<file path="src/rtl/ofs_fim_axi_mmio_csr_bridge_if.sv">
// AXI4 MMIO bus bundle between the MMIO fabric (master) and the CSR bridge (slave).
// Latency: none, wires only.
// Backpressure: standard AXI4 valid/ready on every channel.
// Ports: aw*/w*/ar* driven by master, b*/r* driven by slave; aw/ar lock/cache/prot/qos carried but unused.
interface ofs_fim_axi_mmio_csr_bridge_if #(
    parameter int ADDR_WIDTH = 21,
    parameter int DATA_WIDTH = 64,
    parameter int ID_WIDTH   = 10
);
    logic                    awvalid;
    logic                    awready;
    logic [ID_WIDTH-1:0]     awid;
    logic [ADDR_WIDTH-1:0]   awaddr;
    logic [7:0]              awlen;
    logic [2:0]              awsize;
    logic [1:0]              awburst;
    logic                    awlock;
    logic [3:0]              awcache;
    logic [2:0]              awprot;
    logic [3:0]              awqos;

    logic                    wvalid;
    logic                    wready;
    logic [DATA_WIDTH-1:0]   wdata;
    logic [DATA_WIDTH/8-1:0] wstrb;
    logic                    wlast;

    logic                    bvalid;
    logic                    bready;
    logic [ID_WIDTH-1:0]     bid;
    logic [1:0]              bresp;

    logic                    arvalid;
    logic                    arready;
    logic [ID_WIDTH-1:0]     arid;
    logic [ADDR_WIDTH-1:0]   araddr;
    logic [7:0]              arlen;
    logic [2:0]              arsize;
    logic [1:0]              arburst;
    logic                    arlock;
    logic [3:0]              arcache;
    logic [2:0]              arprot;
    logic [3:0]              arqos;

    logic                    rvalid;
    logic                    rready;
    logic [ID_WIDTH-1:0]     rid;
    logic [DATA_WIDTH-1:0]   rdata;
    logic [1:0]              rresp;
    logic                    rlast;

    modport master (
        output awvalid, awid, awaddr, awlen, awsize, awburst, awlock, awcache, awprot, awqos,
        input  awready,
        output wvalid, wdata, wstrb, wlast,
        input  wready,
        input  bvalid, bid, bresp,
        output bready,
        output arvalid, arid, araddr, arlen, arsize, arburst, arlock, arcache, arprot, arqos,
        input  arready,
        input  rvalid, rid, rdata, rresp, rlast,
        output rready
    );

    modport slave (
        input  awvalid, awid, awaddr, awlen, awsize, awburst, awlock, awcache, awprot, awqos,
        output awready,
        input  wvalid, wdata, wstrb, wlast,
        output wready,
        output bvalid, bid, bresp,
        input  bready,
        input  arvalid, arid, araddr, arlen, arsize, arburst, arlock, arcache, arprot, arqos,
        output arready,
        output rvalid, rid, rdata, rresp, rlast,
        input  rready
    );
endinterface

</file>
<file path="src/rtl/ofs_fim_axi_mmio_csr_bridge.sv">
// AXI4 MMIO slave -> single-beat CSR port; splits INCR/FIXED bursts, round-robin R/W, SLVERR on bad bursts.
// Latency: csr_wr one cycle after each W beat; csr_rd one cycle after grant/R beat; one transaction in flight.
// Backpressure: ready only in IDLE (aw/ar) and WR_DATA (w); B/R held until bready/rready.
// Ports: clk, rst (sync, active-high); axi (slave modport of ofs_fim_axi_mmio_csr_bridge_if);
//        csr_wr/csr_rd/csr_addr/csr_wdata/csr_wstrb out, csr_rd_valid/csr_rdata in.
// Optional: define OFS_AXI_MMIO_CSR_RD_TIMEOUT_EN to time out CSR reads after RD_TIMEOUT cycles.
module ofs_fim_axi_mmio_csr_bridge #(
    parameter int ADDR_WIDTH = 21,
    parameter int DATA_WIDTH = 64,
    parameter int ID_WIDTH   = 10,
    parameter int RD_TIMEOUT = 256
) (
    input  logic                      clk,
    input  logic                      rst,
    ofs_fim_axi_mmio_csr_bridge_if.slave axi,
    output logic                      csr_wr,
    output logic                      csr_rd,
    output logic [ADDR_WIDTH-1:0]     csr_addr,
    output logic [DATA_WIDTH-1:0]     csr_wdata,
    output logic [DATA_WIDTH/8-1:0]   csr_wstrb,
    input  logic                      csr_rd_valid,
    input  logic [DATA_WIDTH-1:0]     csr_rdata
);
    localparam int         STRB_W      = DATA_WIDTH / 8;
    localparam int         LSB         = $clog2(STRB_W);
    localparam logic [1:0] BURST_FIXED = 2'b00;
    localparam logic [1:0] BURST_INCR  = 2'b01;
    localparam logic [1:0] RESP_OKAY   = 2'b00;
    localparam logic [1:0] RESP_SLVERR = 2'b10;

    typedef enum logic [2:0] {IDLE, WR_DATA, WR_RESP, RD_REQ, RD_WAIT, RD_DATA} state_t;

    state_t                  state;
    state_t                  state_nxt;

    logic                    prio_rd;     // 0: write wins a simultaneous aw/ar request
    logic [ID_WIDTH-1:0]     id_q;
    logic [ADDR_WIDTH-1:0]   addr_q;
    logic [7:0]              len_q;
    logic [7:0]              cnt_q;
    logic [2:0]              size_q;
    logic [1:0]              burst_q;
    logic                    err_q;       // whole-burst error
    logic                    beat_err_q;  // current read beat timed out
    logic [DATA_WIDTH-1:0]   rdata_q;
    logic                    wr_pend_q;
    logic [ADDR_WIDTH-1:0]   wr_addr_q;
    logic [DATA_WIDTH-1:0]   wdata_q;
    logic [STRB_W-1:0]       wstrb_q;

    logic                    aw_grant;
    logic                    ar_grant;
    logic                    last_beat;
    logic                    tmo_hit;
    logic [ADDR_WIDTH-1:0]   addr_aligned;
    logic [ADDR_WIDTH-1:0]   addr_next;

    // Bursts the CSR port cannot express: WRAP, reserved, or beats wider than the bus.
    function automatic logic burst_err(input logic [1:0] burst, input logic [2:0] size);
        return ((burst != BURST_FIXED) && (burst != BURST_INCR)) || (int'(size) > LSB);
    endfunction

    assign last_beat    = (cnt_q == len_q);
    assign addr_aligned = {addr_q[ADDR_WIDTH-1:LSB], {LSB{1'b0}}};
    assign addr_next    = (burst_q == BURST_INCR) ? addr_q + (ADDR_WIDTH'(1) << size_q) : addr_q;

`ifdef OFS_AXI_MMIO_CSR_RD_TIMEOUT_EN
    localparam int TMO_W = $clog2(RD_TIMEOUT);
    logic [TMO_W-1:0] tmo_q;

    // tmo_q counts cycles since csr_rd, so a hit at RD_TIMEOUT-1 puts rvalid RD_TIMEOUT cycles after it.
    assign tmo_hit = (tmo_q == TMO_W'(RD_TIMEOUT - 1));

    always_ff @(posedge clk) begin
        if (rst) begin
            tmo_q <= '0;
        end else if (state == RD_REQ) begin
            tmo_q <= TMO_W'(1);
        end else if (state == RD_WAIT) begin
            tmo_q <= tmo_q + TMO_W'(1);
        end
    end
`else
    localparam int unused_rd_timeout = RD_TIMEOUT;
    assign tmo_hit = 1'b0;
`endif

    always_ff @(posedge clk) begin
        if (rst) begin
            state <= IDLE;
        end else begin
            state <= state_nxt;
        end
    end

    always_comb begin
        state_nxt   = state;
        aw_grant    = 1'b0;
        ar_grant    = 1'b0;
        axi.wready  = 1'b0;
        axi.bvalid  = 1'b0;
        axi.rvalid  = 1'b0;
        csr_rd      = 1'b0;
        case (state)
            IDLE: begin
                aw_grant = axi.awvalid & (~axi.arvalid | ~prio_rd);
                ar_grant = axi.arvalid & (~axi.awvalid |  prio_rd);
                if (aw_grant) begin
                    state_nxt = WR_DATA;
                end else if (ar_grant) begin
                    state_nxt = RD_REQ;
                end
            end
            WR_DATA: begin
                axi.wready = 1'b1;
                if (axi.wvalid && last_beat) begin
                    state_nxt = WR_RESP;
                end
            end
            WR_RESP: begin
                axi.bvalid = 1'b1;
                if (axi.bready) begin
                    state_nxt = IDLE;
                end
            end
            RD_REQ: begin
                csr_rd    = ~err_q;
                state_nxt = err_q ? RD_DATA : RD_WAIT;
            end
            RD_WAIT: begin
                if (csr_rd_valid || tmo_hit) begin
                    state_nxt = RD_DATA;
                end
            end
            RD_DATA: begin
                axi.rvalid = 1'b1;
                if (axi.rready) begin
                    state_nxt = last_beat ? IDLE : RD_REQ;
                end
            end
            default: state_nxt = IDLE;
        endcase
    end

    assign axi.awready = aw_grant;
    assign axi.arready = ar_grant;
    assign axi.bid     = id_q;
    assign axi.bresp   = ((state == WR_RESP) && err_q) ? RESP_SLVERR : RESP_OKAY;
    assign axi.rid     = id_q;
    assign axi.rdata   = rdata_q;
    assign axi.rresp   = ((state == RD_DATA) && (err_q || beat_err_q)) ? RESP_SLVERR : RESP_OKAY;
    assign axi.rlast   = (state == RD_DATA) && last_beat;

    // Write beats are registered, so csr_addr shows the captured beat address while csr_wr is up.
    assign csr_wr    = wr_pend_q & ~err_q;
    assign csr_addr  = wr_pend_q ? wr_addr_q : addr_aligned;
    assign csr_wdata = wdata_q;
    assign csr_wstrb = wstrb_q;

    always_ff @(posedge clk) begin
        if (rst) begin
            prio_rd    <= 1'b0;
            id_q       <= '0;
            addr_q     <= '0;
            len_q      <= '0;
            cnt_q      <= '0;
            size_q     <= '0;
            burst_q    <= '0;
            err_q      <= 1'b0;
            beat_err_q <= 1'b0;
            rdata_q    <= '0;
            wr_pend_q  <= 1'b0;
            wr_addr_q  <= '0;
            wdata_q    <= '0;
            wstrb_q    <= '0;
        end else begin
            wr_pend_q <= 1'b0;

            if (aw_grant) begin
                id_q       <= axi.awid;
                addr_q     <= axi.awaddr;
                len_q      <= axi.awlen;
                size_q     <= axi.awsize;
                burst_q    <= axi.awburst;
                cnt_q      <= '0;
                err_q      <= burst_err(axi.awburst, axi.awsize);
                beat_err_q <= 1'b0;
                prio_rd    <= 1'b1;
            end else if (ar_grant) begin
                id_q       <= axi.arid;
                addr_q     <= axi.araddr;
                len_q      <= axi.arlen;
                size_q     <= axi.arsize;
                burst_q    <= axi.arburst;
                cnt_q      <= '0;
                err_q      <= burst_err(axi.arburst, axi.arsize);
                beat_err_q <= 1'b0;
                prio_rd    <= 1'b0;
            end

            if ((state == WR_DATA) && axi.wvalid) begin
                wr_pend_q <= 1'b1;
                wr_addr_q <= addr_aligned;
                wdata_q   <= axi.wdata;
                wstrb_q   <= axi.wstrb;
                if (axi.wlast != last_beat) begin
                    err_q <= 1'b1;
                end
                if (!last_beat) begin
                    cnt_q  <= cnt_q + 8'd1;
                    addr_q <= addr_next;
                end
            end

            if ((state == RD_REQ) && err_q) begin
                rdata_q    <= '0;
                beat_err_q <= 1'b0;
            end

            // A response arriving on the timeout cycle still wins.
            if (state == RD_WAIT) begin
                if (csr_rd_valid) begin
                    rdata_q    <= csr_rdata;
                    beat_err_q <= 1'b0;
                end else if (tmo_hit) begin
                    rdata_q    <= '0;
                    beat_err_q <= 1'b1;
                end
            end

            if ((state == RD_DATA) && axi.rready && !last_beat) begin
                cnt_q  <= cnt_q + 8'd1;
                addr_q <= addr_next;
            end
        end
    end

    logic unused_ok;
    assign unused_ok = ^{axi.awlock, axi.awcache, axi.awprot, axi.awqos,
                         axi.arlock, axi.arcache, axi.arprot, axi.arqos};
endmodule

</file>
<file path="src/flat_wrapper.sv">
// flat-port wrapper written by rule: the top's interface ports become plain ports
module ofs_fim_axi_mmio_csr_bridge_flat 
#(
    parameter int ADDR_WIDTH = 21,
    parameter int DATA_WIDTH = 64,
    parameter int ID_WIDTH   = 10,
    parameter int RD_TIMEOUT = 256
)
  (clk, rst, csr_wr, csr_rd, csr_addr, csr_wdata, csr_wstrb, csr_rd_valid, csr_rdata, axi_awvalid, axi_awid, axi_awaddr, axi_awlen, axi_awsize, axi_awburst, axi_awlock, axi_awcache, axi_awprot, axi_awqos, axi_awready, axi_wvalid, axi_wdata, axi_wstrb, axi_wlast, axi_wready, axi_bvalid, axi_bid, axi_bresp, axi_bready, axi_arvalid, axi_arid, axi_araddr, axi_arlen, axi_arsize, axi_arburst, axi_arlock, axi_arcache, axi_arprot, axi_arqos, axi_arready, axi_rvalid, axi_rid, axi_rdata, axi_rresp, axi_rlast, axi_rready);
  ofs_fim_axi_mmio_csr_bridge_if #(.ADDR_WIDTH(ADDR_WIDTH), .DATA_WIDTH(DATA_WIDTH), .ID_WIDTH(ID_WIDTH)) axi_i ();
  input  logic clk;
  input  logic rst;
  output logic csr_wr;
  output logic csr_rd;
  output logic [ADDR_WIDTH-1:0] csr_addr;
  output logic [DATA_WIDTH-1:0] csr_wdata;
  output logic [DATA_WIDTH/8-1:0] csr_wstrb;
  input  logic csr_rd_valid;
  input  logic [DATA_WIDTH-1:0] csr_rdata;
  input wire logic [$bits(axi_i.awvalid)-1:0] axi_awvalid;
  input wire logic [$bits(axi_i.awid)-1:0] axi_awid;
  input wire logic [$bits(axi_i.awaddr)-1:0] axi_awaddr;
  input wire logic [$bits(axi_i.awlen)-1:0] axi_awlen;
  input wire logic [$bits(axi_i.awsize)-1:0] axi_awsize;
  input wire logic [$bits(axi_i.awburst)-1:0] axi_awburst;
  input wire logic [$bits(axi_i.awlock)-1:0] axi_awlock;
  input wire logic [$bits(axi_i.awcache)-1:0] axi_awcache;
  input wire logic [$bits(axi_i.awprot)-1:0] axi_awprot;
  input wire logic [$bits(axi_i.awqos)-1:0] axi_awqos;
  output wire logic [$bits(axi_i.awready)-1:0] axi_awready;
  input wire logic [$bits(axi_i.wvalid)-1:0] axi_wvalid;
  input wire logic [$bits(axi_i.wdata)-1:0] axi_wdata;
  input wire logic [$bits(axi_i.wstrb)-1:0] axi_wstrb;
  input wire logic [$bits(axi_i.wlast)-1:0] axi_wlast;
  output wire logic [$bits(axi_i.wready)-1:0] axi_wready;
  output wire logic [$bits(axi_i.bvalid)-1:0] axi_bvalid;
  output wire logic [$bits(axi_i.bid)-1:0] axi_bid;
  output wire logic [$bits(axi_i.bresp)-1:0] axi_bresp;
  input wire logic [$bits(axi_i.bready)-1:0] axi_bready;
  input wire logic [$bits(axi_i.arvalid)-1:0] axi_arvalid;
  input wire logic [$bits(axi_i.arid)-1:0] axi_arid;
  input wire logic [$bits(axi_i.araddr)-1:0] axi_araddr;
  input wire logic [$bits(axi_i.arlen)-1:0] axi_arlen;
  input wire logic [$bits(axi_i.arsize)-1:0] axi_arsize;
  input wire logic [$bits(axi_i.arburst)-1:0] axi_arburst;
  input wire logic [$bits(axi_i.arlock)-1:0] axi_arlock;
  input wire logic [$bits(axi_i.arcache)-1:0] axi_arcache;
  input wire logic [$bits(axi_i.arprot)-1:0] axi_arprot;
  input wire logic [$bits(axi_i.arqos)-1:0] axi_arqos;
  output wire logic [$bits(axi_i.arready)-1:0] axi_arready;
  output wire logic [$bits(axi_i.rvalid)-1:0] axi_rvalid;
  output wire logic [$bits(axi_i.rid)-1:0] axi_rid;
  output wire logic [$bits(axi_i.rdata)-1:0] axi_rdata;
  output wire logic [$bits(axi_i.rresp)-1:0] axi_rresp;
  output wire logic [$bits(axi_i.rlast)-1:0] axi_rlast;
  input wire logic [$bits(axi_i.rready)-1:0] axi_rready;
  assign axi_i.awvalid = axi_awvalid;
  assign axi_i.awid = axi_awid;
  assign axi_i.awaddr = axi_awaddr;
  assign axi_i.awlen = axi_awlen;
  assign axi_i.awsize = axi_awsize;
  assign axi_i.awburst = axi_awburst;
  assign axi_i.awlock = axi_awlock;
  assign axi_i.awcache = axi_awcache;
  assign axi_i.awprot = axi_awprot;
  assign axi_i.awqos = axi_awqos;
  assign axi_awready = axi_i.awready;
  assign axi_i.wvalid = axi_wvalid;
  assign axi_i.wdata = axi_wdata;
  assign axi_i.wstrb = axi_wstrb;
  assign axi_i.wlast = axi_wlast;
  assign axi_wready = axi_i.wready;
  assign axi_bvalid = axi_i.bvalid;
  assign axi_bid = axi_i.bid;
  assign axi_bresp = axi_i.bresp;
  assign axi_i.bready = axi_bready;
  assign axi_i.arvalid = axi_arvalid;
  assign axi_i.arid = axi_arid;
  assign axi_i.araddr = axi_araddr;
  assign axi_i.arlen = axi_arlen;
  assign axi_i.arsize = axi_arsize;
  assign axi_i.arburst = axi_arburst;
  assign axi_i.arlock = axi_arlock;
  assign axi_i.arcache = axi_arcache;
  assign axi_i.arprot = axi_arprot;
  assign axi_i.arqos = axi_arqos;
  assign axi_arready = axi_i.arready;
  assign axi_rvalid = axi_i.rvalid;
  assign axi_rid = axi_i.rid;
  assign axi_rdata = axi_i.rdata;
  assign axi_rresp = axi_i.rresp;
  assign axi_rlast = axi_i.rlast;
  assign axi_i.rready = axi_rready;
  ofs_fim_axi_mmio_csr_bridge #(.ADDR_WIDTH(ADDR_WIDTH), .DATA_WIDTH(DATA_WIDTH), .ID_WIDTH(ID_WIDTH), .RD_TIMEOUT(RD_TIMEOUT)) u_core (.clk(clk), .rst(rst), .axi(axi_i), .csr_wr(csr_wr), .csr_rd(csr_rd), .csr_addr(csr_addr), .csr_wdata(csr_wdata), .csr_wstrb(csr_wstrb), .csr_rd_valid(csr_rd_valid), .csr_rdata(csr_rdata));
endmodule
</file>
<file path="config.mk">
export PLATFORM = sky130hd
export DESIGN_NAME = ofs_fim_axi_mmio_csr_bridge_flat
export DESIGN_NICKNAME = d
export VERILOG_FILES = /design/src/rtl/ofs_fim_axi_mmio_csr_bridge_if.sv /design/src/rtl/ofs_fim_axi_mmio_csr_bridge.sv /design/src/flat_wrapper.sv
export SDC_FILE = /design/constraint.sdc
export NUM_CORES = 1
export LEC_CHECK = 0
export BUFFER_PORTS_ARGS = -buffer_cell sky130_fd_sc_hd__buf_2
export CAP_MARGIN = 20
export CORE_AREA = 2 2 174 176
export DETAILED_ROUTE_END_ITERATION = 12
export DIE_AREA = 0 0 176 178
export GPL_TIMING_DRIVEN = 0
export PLACE_DENSITY_LB_ADDON = 0.08
export SETUP_SLACK_MARGIN = 0.2
export SLEW_MARGIN = 20
export SYNTH_ARGS = -nofsm -noshare
export SYNTH_HDL_FRONTEND = slang
export SYNTH_SLANG_ARGS = --single-unit
</file>
<file path="constraint.sdc">
create_clock -name clk -period 4.7 [get_ports clk]
set_clock_uncertainty 0.2 [all_clocks]
set_input_delay 0.235 -clock clk [delete_from_list [all_inputs] [get_ports clk]]
set_output_delay 0.235 -clock clk [all_outputs]
set_load 0.02 [all_outputs]
</file>
# After elaboration in Yosys (flattened, before gate mapping)

Cells that the tools add are included.

Bits in registers: 213
Bits of input ports: 257

Equal/unequal tests: 15
Reduce and logical (&&, ||, !) cells: 19
Mux-type cells: 52
Shift operators: 1
Bitwise gates (word level): 9
Add/subtract/negate cells: 2
Order comparisons: 2

Operators by type and width:

| operator                                               | number |
|---|---|
| 2-to-1 mux 64 bit                                      | 3 |
| 2-to-1 mux 21 bit                                      | 7 |
| 2-to-1 mux 8 bit                                       | 7 |
| 2-to-1 mux 3 bit                                       | 8 |
| adder 21 bit                                           | 1 |
| left shift 1 x 3 -> 21 bit (first input constant)      | 1 |
| 2-to-1 mux 10 bit                                      | 2 |
| 2-to-1 mux 1 bit                                       | 19 |
| case mux 3 bit (6 select lines)                        | 1 |
| logical AND 1 bit                                      | 10 |
| 2-to-1 mux 2 bit                                       | 5 |
| adder 8 x 1 -> 8 bit (second input constant)           | 1 |
| == test 8 bit                                          | 1 |
| == test 3 x 2 -> 1 bit (second input constant)         | 2 |
| == test 3 bit (second input constant)                  | 2 |
| > comparator 3 x 2 -> 1 bit (second input constant)    | 2 |
| inequality test 2 x 1 -> 1 bit (second input constant) | 3 |
| inequality test 2 bit (second input constant)          | 3 |
| nonzero test 2 bit                                     | 3 |
| AND reduction 5 bit                                    | 1 |
| inverter 1 bit                                         | 4 |
| bitwise AND 1 bit                                      | 3 |
| == test 3 x 1 -> 1 bit (second input constant)         | 1 |
| zero test 3 bit                                        | 1 |
| 6 further kinds                                        | 9 |

# Depth between registers and ports, before layout

Word-level depth: 9
Depth in mapped cells: 11
Gate-level depth less buffers: 10

# Least setup slack after synthesis

Ideal clock, no wire load.

Path type: flip-flop to flip-flop
Start: reg u_core.size_q[0]
End: reg u_core.addr_q[13]
Arrival time: 2485 ps
Cell stages (with the launch flop): 11
Setup slack: 1929 ps
Data required time: 4414 ps
Buffers on the path: 1
Cell sequence: dfxtp_1 > clkbuf_1 > or3b_2 > inv_1 > ha_1 > a211oi_1 > o21ai_2 > a21oi_1 > nor4b_1 > xnor2_1 > a211oi_1

Cells in the longest elaborated chain, start to end: 6

Ends and longest elaborated chain:

| item                         | line                               | source |
|---|---|---|
| from (decl)                  | ofs_fim_axi_mmio_csr_bridge.sv:41  | `logic [2:0] size_q;` |
| from (signal assigned)       | ofs_fim_axi_mmio_csr_bridge.sv:183 | `size_q <= axi.awsize;` |
| from (signal assigned)       | ofs_fim_axi_mmio_csr_bridge.sv:193 | `size_q <= axi.arsize;` |
| left shift 1 x 3 -> 21 bit * | ofs_fim_axi_mmio_csr_bridge.sv:65  | `assign addr_next = (burst_q == BURST_INCR) ? addr_q + (ADDR_WIDTH'(1) << size_q) : addr_q;` |
| adder 21 bit *               | ofs_fim_axi_mmio_csr_bridge.sv:65  |  |
| 2-to-1 mux 21 bit *          | ofs_fim_axi_mmio_csr_bridge.sv:65  |  |
| 2-to-1 mux 21 bit            | ofs_fim_axi_mmio_csr_bridge.sv:209 | `if (!last_beat) begin` |
| 2-to-1 mux 21 bit            | ofs_fim_axi_mmio_csr_bridge.sv:201 | `if ((state == WR_DATA) && axi.wvalid) begin` |
| 2-to-1 mux 21 bit *          | ofs_fim_axi_mmio_csr_bridge.sv:231 | `if ((state == RD_DATA) && axi.rready && !last_beat) begin` |
| to (signal assigned)         | ofs_fim_axi_mmio_csr_bridge.sv:191 | `addr_q <= axi.araddr;` |
| to (signal assigned)         | ofs_fim_axi_mmio_csr_bridge.sv:211 | `addr_q <= addr_next;` |
| to (signal assigned)         | ofs_fim_axi_mmio_csr_bridge.sv:233 | `addr_q <= addr_next;` |
| to (decl)                    | ofs_fim_axi_mmio_csr_bridge.sv:38  | `logic [ADDR_WIDTH-1:0] addr_q;` |

Every way passes the cells marked *; elsewhere a longest branch is shown, timed or not.
A chain may end at the register's enable or synchronous reset.

# Final worst setup path

Start: reg u_core.size_q[0]
End: reg u_core.addr_q[17]

Same word-level chain as after synthesis.

==> flow_summary.json <==
{
  "antenna_left": 0,
  "drive_above_1_share_pct": 29.1,
  "holdPathEnd": "u_core.addr_q[6]$_SDFF_PP0_",
  "dieArea_um2": 31300,
  "crit_chain": "clkbuf_1 > or3b_2 > inv_1 > ha_1 > a211oi_1 > o21ai_2 > a21oi_1 > nor3_1 > xnor2_1 > a211oi_1",
  "dr.pass1.iters": 5,
  "powerDensity_nw_per_um2": 419,
  "ctsLongestPathBuffers": 3,
  "dr_total_vias": 10213,
  "seqCellArea_um2": 4260,
  "die_w_um": 176,
  "crit_path_max_fanout": 9,
  "top_level_ports": 446,
  "root_buffer": "clkbuf_16",
  "drt_iter0_markers": 454,
  "max_cap_violations": 0,
  "max_stage_delay_ns": 0.53,
  "syn_area_per_cell_um2": 8.31,
  "cp.depth": 10,
  "post-route-period-util_pct": 70.9,
  "grt_pass1_vias": 10029,
  "rr_startpoint": "u_core.size_q[0]$_SDFFE_PP0P_",
  "worstHoldStart": "axi_araddr[6]",
  "yosysSeqAreaShare_pct": 47.0,
  "place.gp.congestion": 0.820,
  "final.setup.tns_ns": 0,
  "synth_cell_types": 57,
  "post_dp_cell_area_um2": 11700,
  "required_ns": 4.93,
  "outcome": "finished, final reports clean",
  "finalWirelength_um": 35800,
  "synthesis.instances": 1092,
  "start_kind": "register",
  "post-route-drc-count": 0,
  "slew_headroom_pct": 41.6,
  "post_cts_resize_count": 0,
  "rsz0062_at_grt": "false",
  "final_cell_mix": "buf_2 (427), nand2_1 (301), dlygate4sd3_1 (224)",
  "reg2reg_to": "u_core.addr_q[17]$_SDFF_PP0_",
  "start_util_pct": 30.9,
  "area_growth_pct": 63.2,
  "viasPerCell": 4.70,
  "antennaDiodeCount": 0,
  "worst_pin_slew_ns": 0.877,
  "grt_overflow_total": 0,
  "multi_input_area_um2": 4330,
  "row_count": 63,
  "synth_top_area_share_pct": 47.0,
  "path_buf_inv": 2,
  "critPathCaptureType": "register",
  "synth_seq_cells": 213,
  "cts.clk_slew.worst_paths_ns": 0.06,
  "final_common_cell": "buf_2",
  "synth_largest_area_cell": "dfxtp_1",
  "fmax_mhz": 300,
  "io_buffers": 415,
  "numCtsBuffers": 25,
  "hold_viol": 0,
  "n_fill_cell": 2904,
  "synth.area.top_cells": "dfxtp_1 (47%), nand2_1 (12%), a21oi_1 (6.7%)",
  "nNetsFinal": 2029,
  "synth-edff-count": 0,
  "crit_family": "compound AO/OA/AOI/OAI gates",
  "timing.final.max_slew_violations": 0,
  "core-area_um2": 29400,
  "fin_crit_ns": 3.33,
  "grtUsageTotal_pct": 21.8,
  "yosysWarningCount": 0,
  "wl_per_cell_um": 16.5,
  "cp_common_cell": "a211oi_1",
  "fp.dieH_um": 178,
  "synth_flop_cell": "dfxtp_1",
  "detailed_place_hpwl_um": 25200,
  "reg2regPathDepth": 10,
  "syn_area_um2": 9080,
  "grt_pass1_wl_um": 54500,
  "p_leak_nw": 6.66,
  "design_area_um2": 14800,
  "numClockSinks": 213,
  "r2r_slack_ns": 1.37,
  "grt_max_degree": 14,
  "worstPathArrival_ns": 3.56,
  "crit_type": "register to register",
  "htreeDepth": 1,
  "finalSetupViolCount": 0,
  "peakVddDrop_uv": 234,
  "hold_depth": 5,
  "cts_tree": "yes",
  "hold_class": "primary input to register",
  "async_flop_share_pct": 0,
  "antenna_found_initial": 1,
  "crit_slowest_cell": "or3b_2",
  "insertion_delay_ns": 0.52
}
-- layout make-up --
cell class	instances	area share, %
Clock buffer	37	5.14
Timing Repair Buffer	639	29.2
Inverter	12	0.304
Sequential cell	213	28.8
Buffer	97	3.07
Tap cell	390	3.29
Multi-Input combinational cell	774	29.2
Clock inverter	9	1.03
-- metrics by stage --
step | setup WS, ns | hold WS, ns | total power, mW | util, % | instances
after global routing | 1.12 | 0.0472 | 6.55 | 50.4 | 2171
after floorplan | 1.93 | 0.161 | 3.23 | - | 1096
after CTS | 1.40 | 0.00325 | 6.26 | 50.4 | 2171
final | 1.37 | 0.0280 | 6.21 | 50.4 | 2171
after global placement | 1.43 | 0.238 | 3.83 | 39.6 | 1901
after detailed placement | 1.43 | 0.243 | 3.84 | 39.6 | 1901
-- routing by layer --
metal / track usage, % / share of wire (%)
met5: 0 / 0.036
met2: 38.6 / 49
met3: 4.97 / 7.1
met4: 5.92 / 2.3
met1: 26.5 / 42
-- flip-flops by register name (all words and copies together) (netlist names) --
name,count
u_core.err_q,1
u_core.beat_err_q,1
u_core.burst_q,2
u_core.state,3
u_core.cnt_q,8
u_core.size_q,3
u_core.axi.bid,10
u_core.wr_pend_q,1
u_core.addr_q,21
u_core.axi.rdata,64
u_core.csr_wdata,64
u_core.len_q,8
u_core.csr_wstrb,8
u_core.prio_rd,1
u_core.wr_addr_q,18
-- synth_stat cells (all sizes together), types with 4 or more instances --
master / instances
xnor2: 16
ha: 9
a311oi: 31
xor2: 10
nor3: 8
clkbuf: 59
nor2: 71
nor4: 5
nand2: 301
dfxtp: 213
nor2b: 4
nor3b: 6
mux2: 16
o21ai: 17
a31oi: 12
a21oi: 122
and3: 6
nand4: 4
nand3: 8
buf: 38
nand2b: 4
a211oi: 28
a22o: 64
inv: 11
-- worst max path at each step --
stage	start	endpoint
4_1_cts	u_core.size_q[0]$_SDFFE_PP0P_	u_core.addr_q[17]$_SDFF_PP0_
6_report	u_core.size_q[0]$_SDFFE_PP0P_	u_core.addr_q[17]$_SDFF_PP0_
2_1_floorplan	u_core.size_q[0]$_SDFFE_PP0P_	u_core.addr_q[13]$_SDFF_PP0_
3_5_place_dp	u_core.size_q[0]$_SDFFE_PP0P_	u_core.addr_q[17]$_SDFF_PP0_
5_1_grt	u_core.size_q[0]$_SDFFE_PP0P_	u_core.addr_q[17]$_SDFF_PP0_
3_3_place_gp	u_core.size_q[0]$_SDFFE_PP0P_	u_core.addr_q[17]$_SDFF_PP0_
-- cell families (layout without fill, tap and decap cells) --
| logic type | Yosys count | count (layout) | synth area share (%) |
|---|---|---|---|
| buf+inv | 109 | 794 | 5.50 |
| simple gates | 428 | 428 | 19.7 |
| other cells | 1 | 5 | 0.0413 |
| mux | 18 | 18 | 2.21 |
| fa+ha+maj | 10 | 10 | 1.46 |
| flops | 213 | 213 | 47.0 |
| compound gates | 287 | 287 | 21.6 |
| xor+xnor | 26 | 26 | 2.51 |
-- power by group --
group          switching [mW]  internal [mW]  total, mW
combinational            1.08          0.825       1.90
sequential              0.176           2.00       2.17
clock                   0.797           1.34       2.13
-- worst reg2reg max path, cell delays in order, from the launching register on --
cell and delay (ns):
dfxtp_1 0.30, clkbuf_1 0.34, or3b_2 0.54, inv_1 0.08, ha_1 0.24, a211oi_1 0.36
o21ai_2 0.13, a21oi_1 0.50, nor3_1 0.15, xnor2_1 0.15, a211oi_1 0.24
-- timing repair --
action | in CTS | in global routing
endpoints found under the setup margin | 0 | 0
setup buffers | 0 | 0
hold buffers | 224 | 0
hold endpoints to repair | 184 | 0
Note: power is estimated with default switching activity, not from simulation.
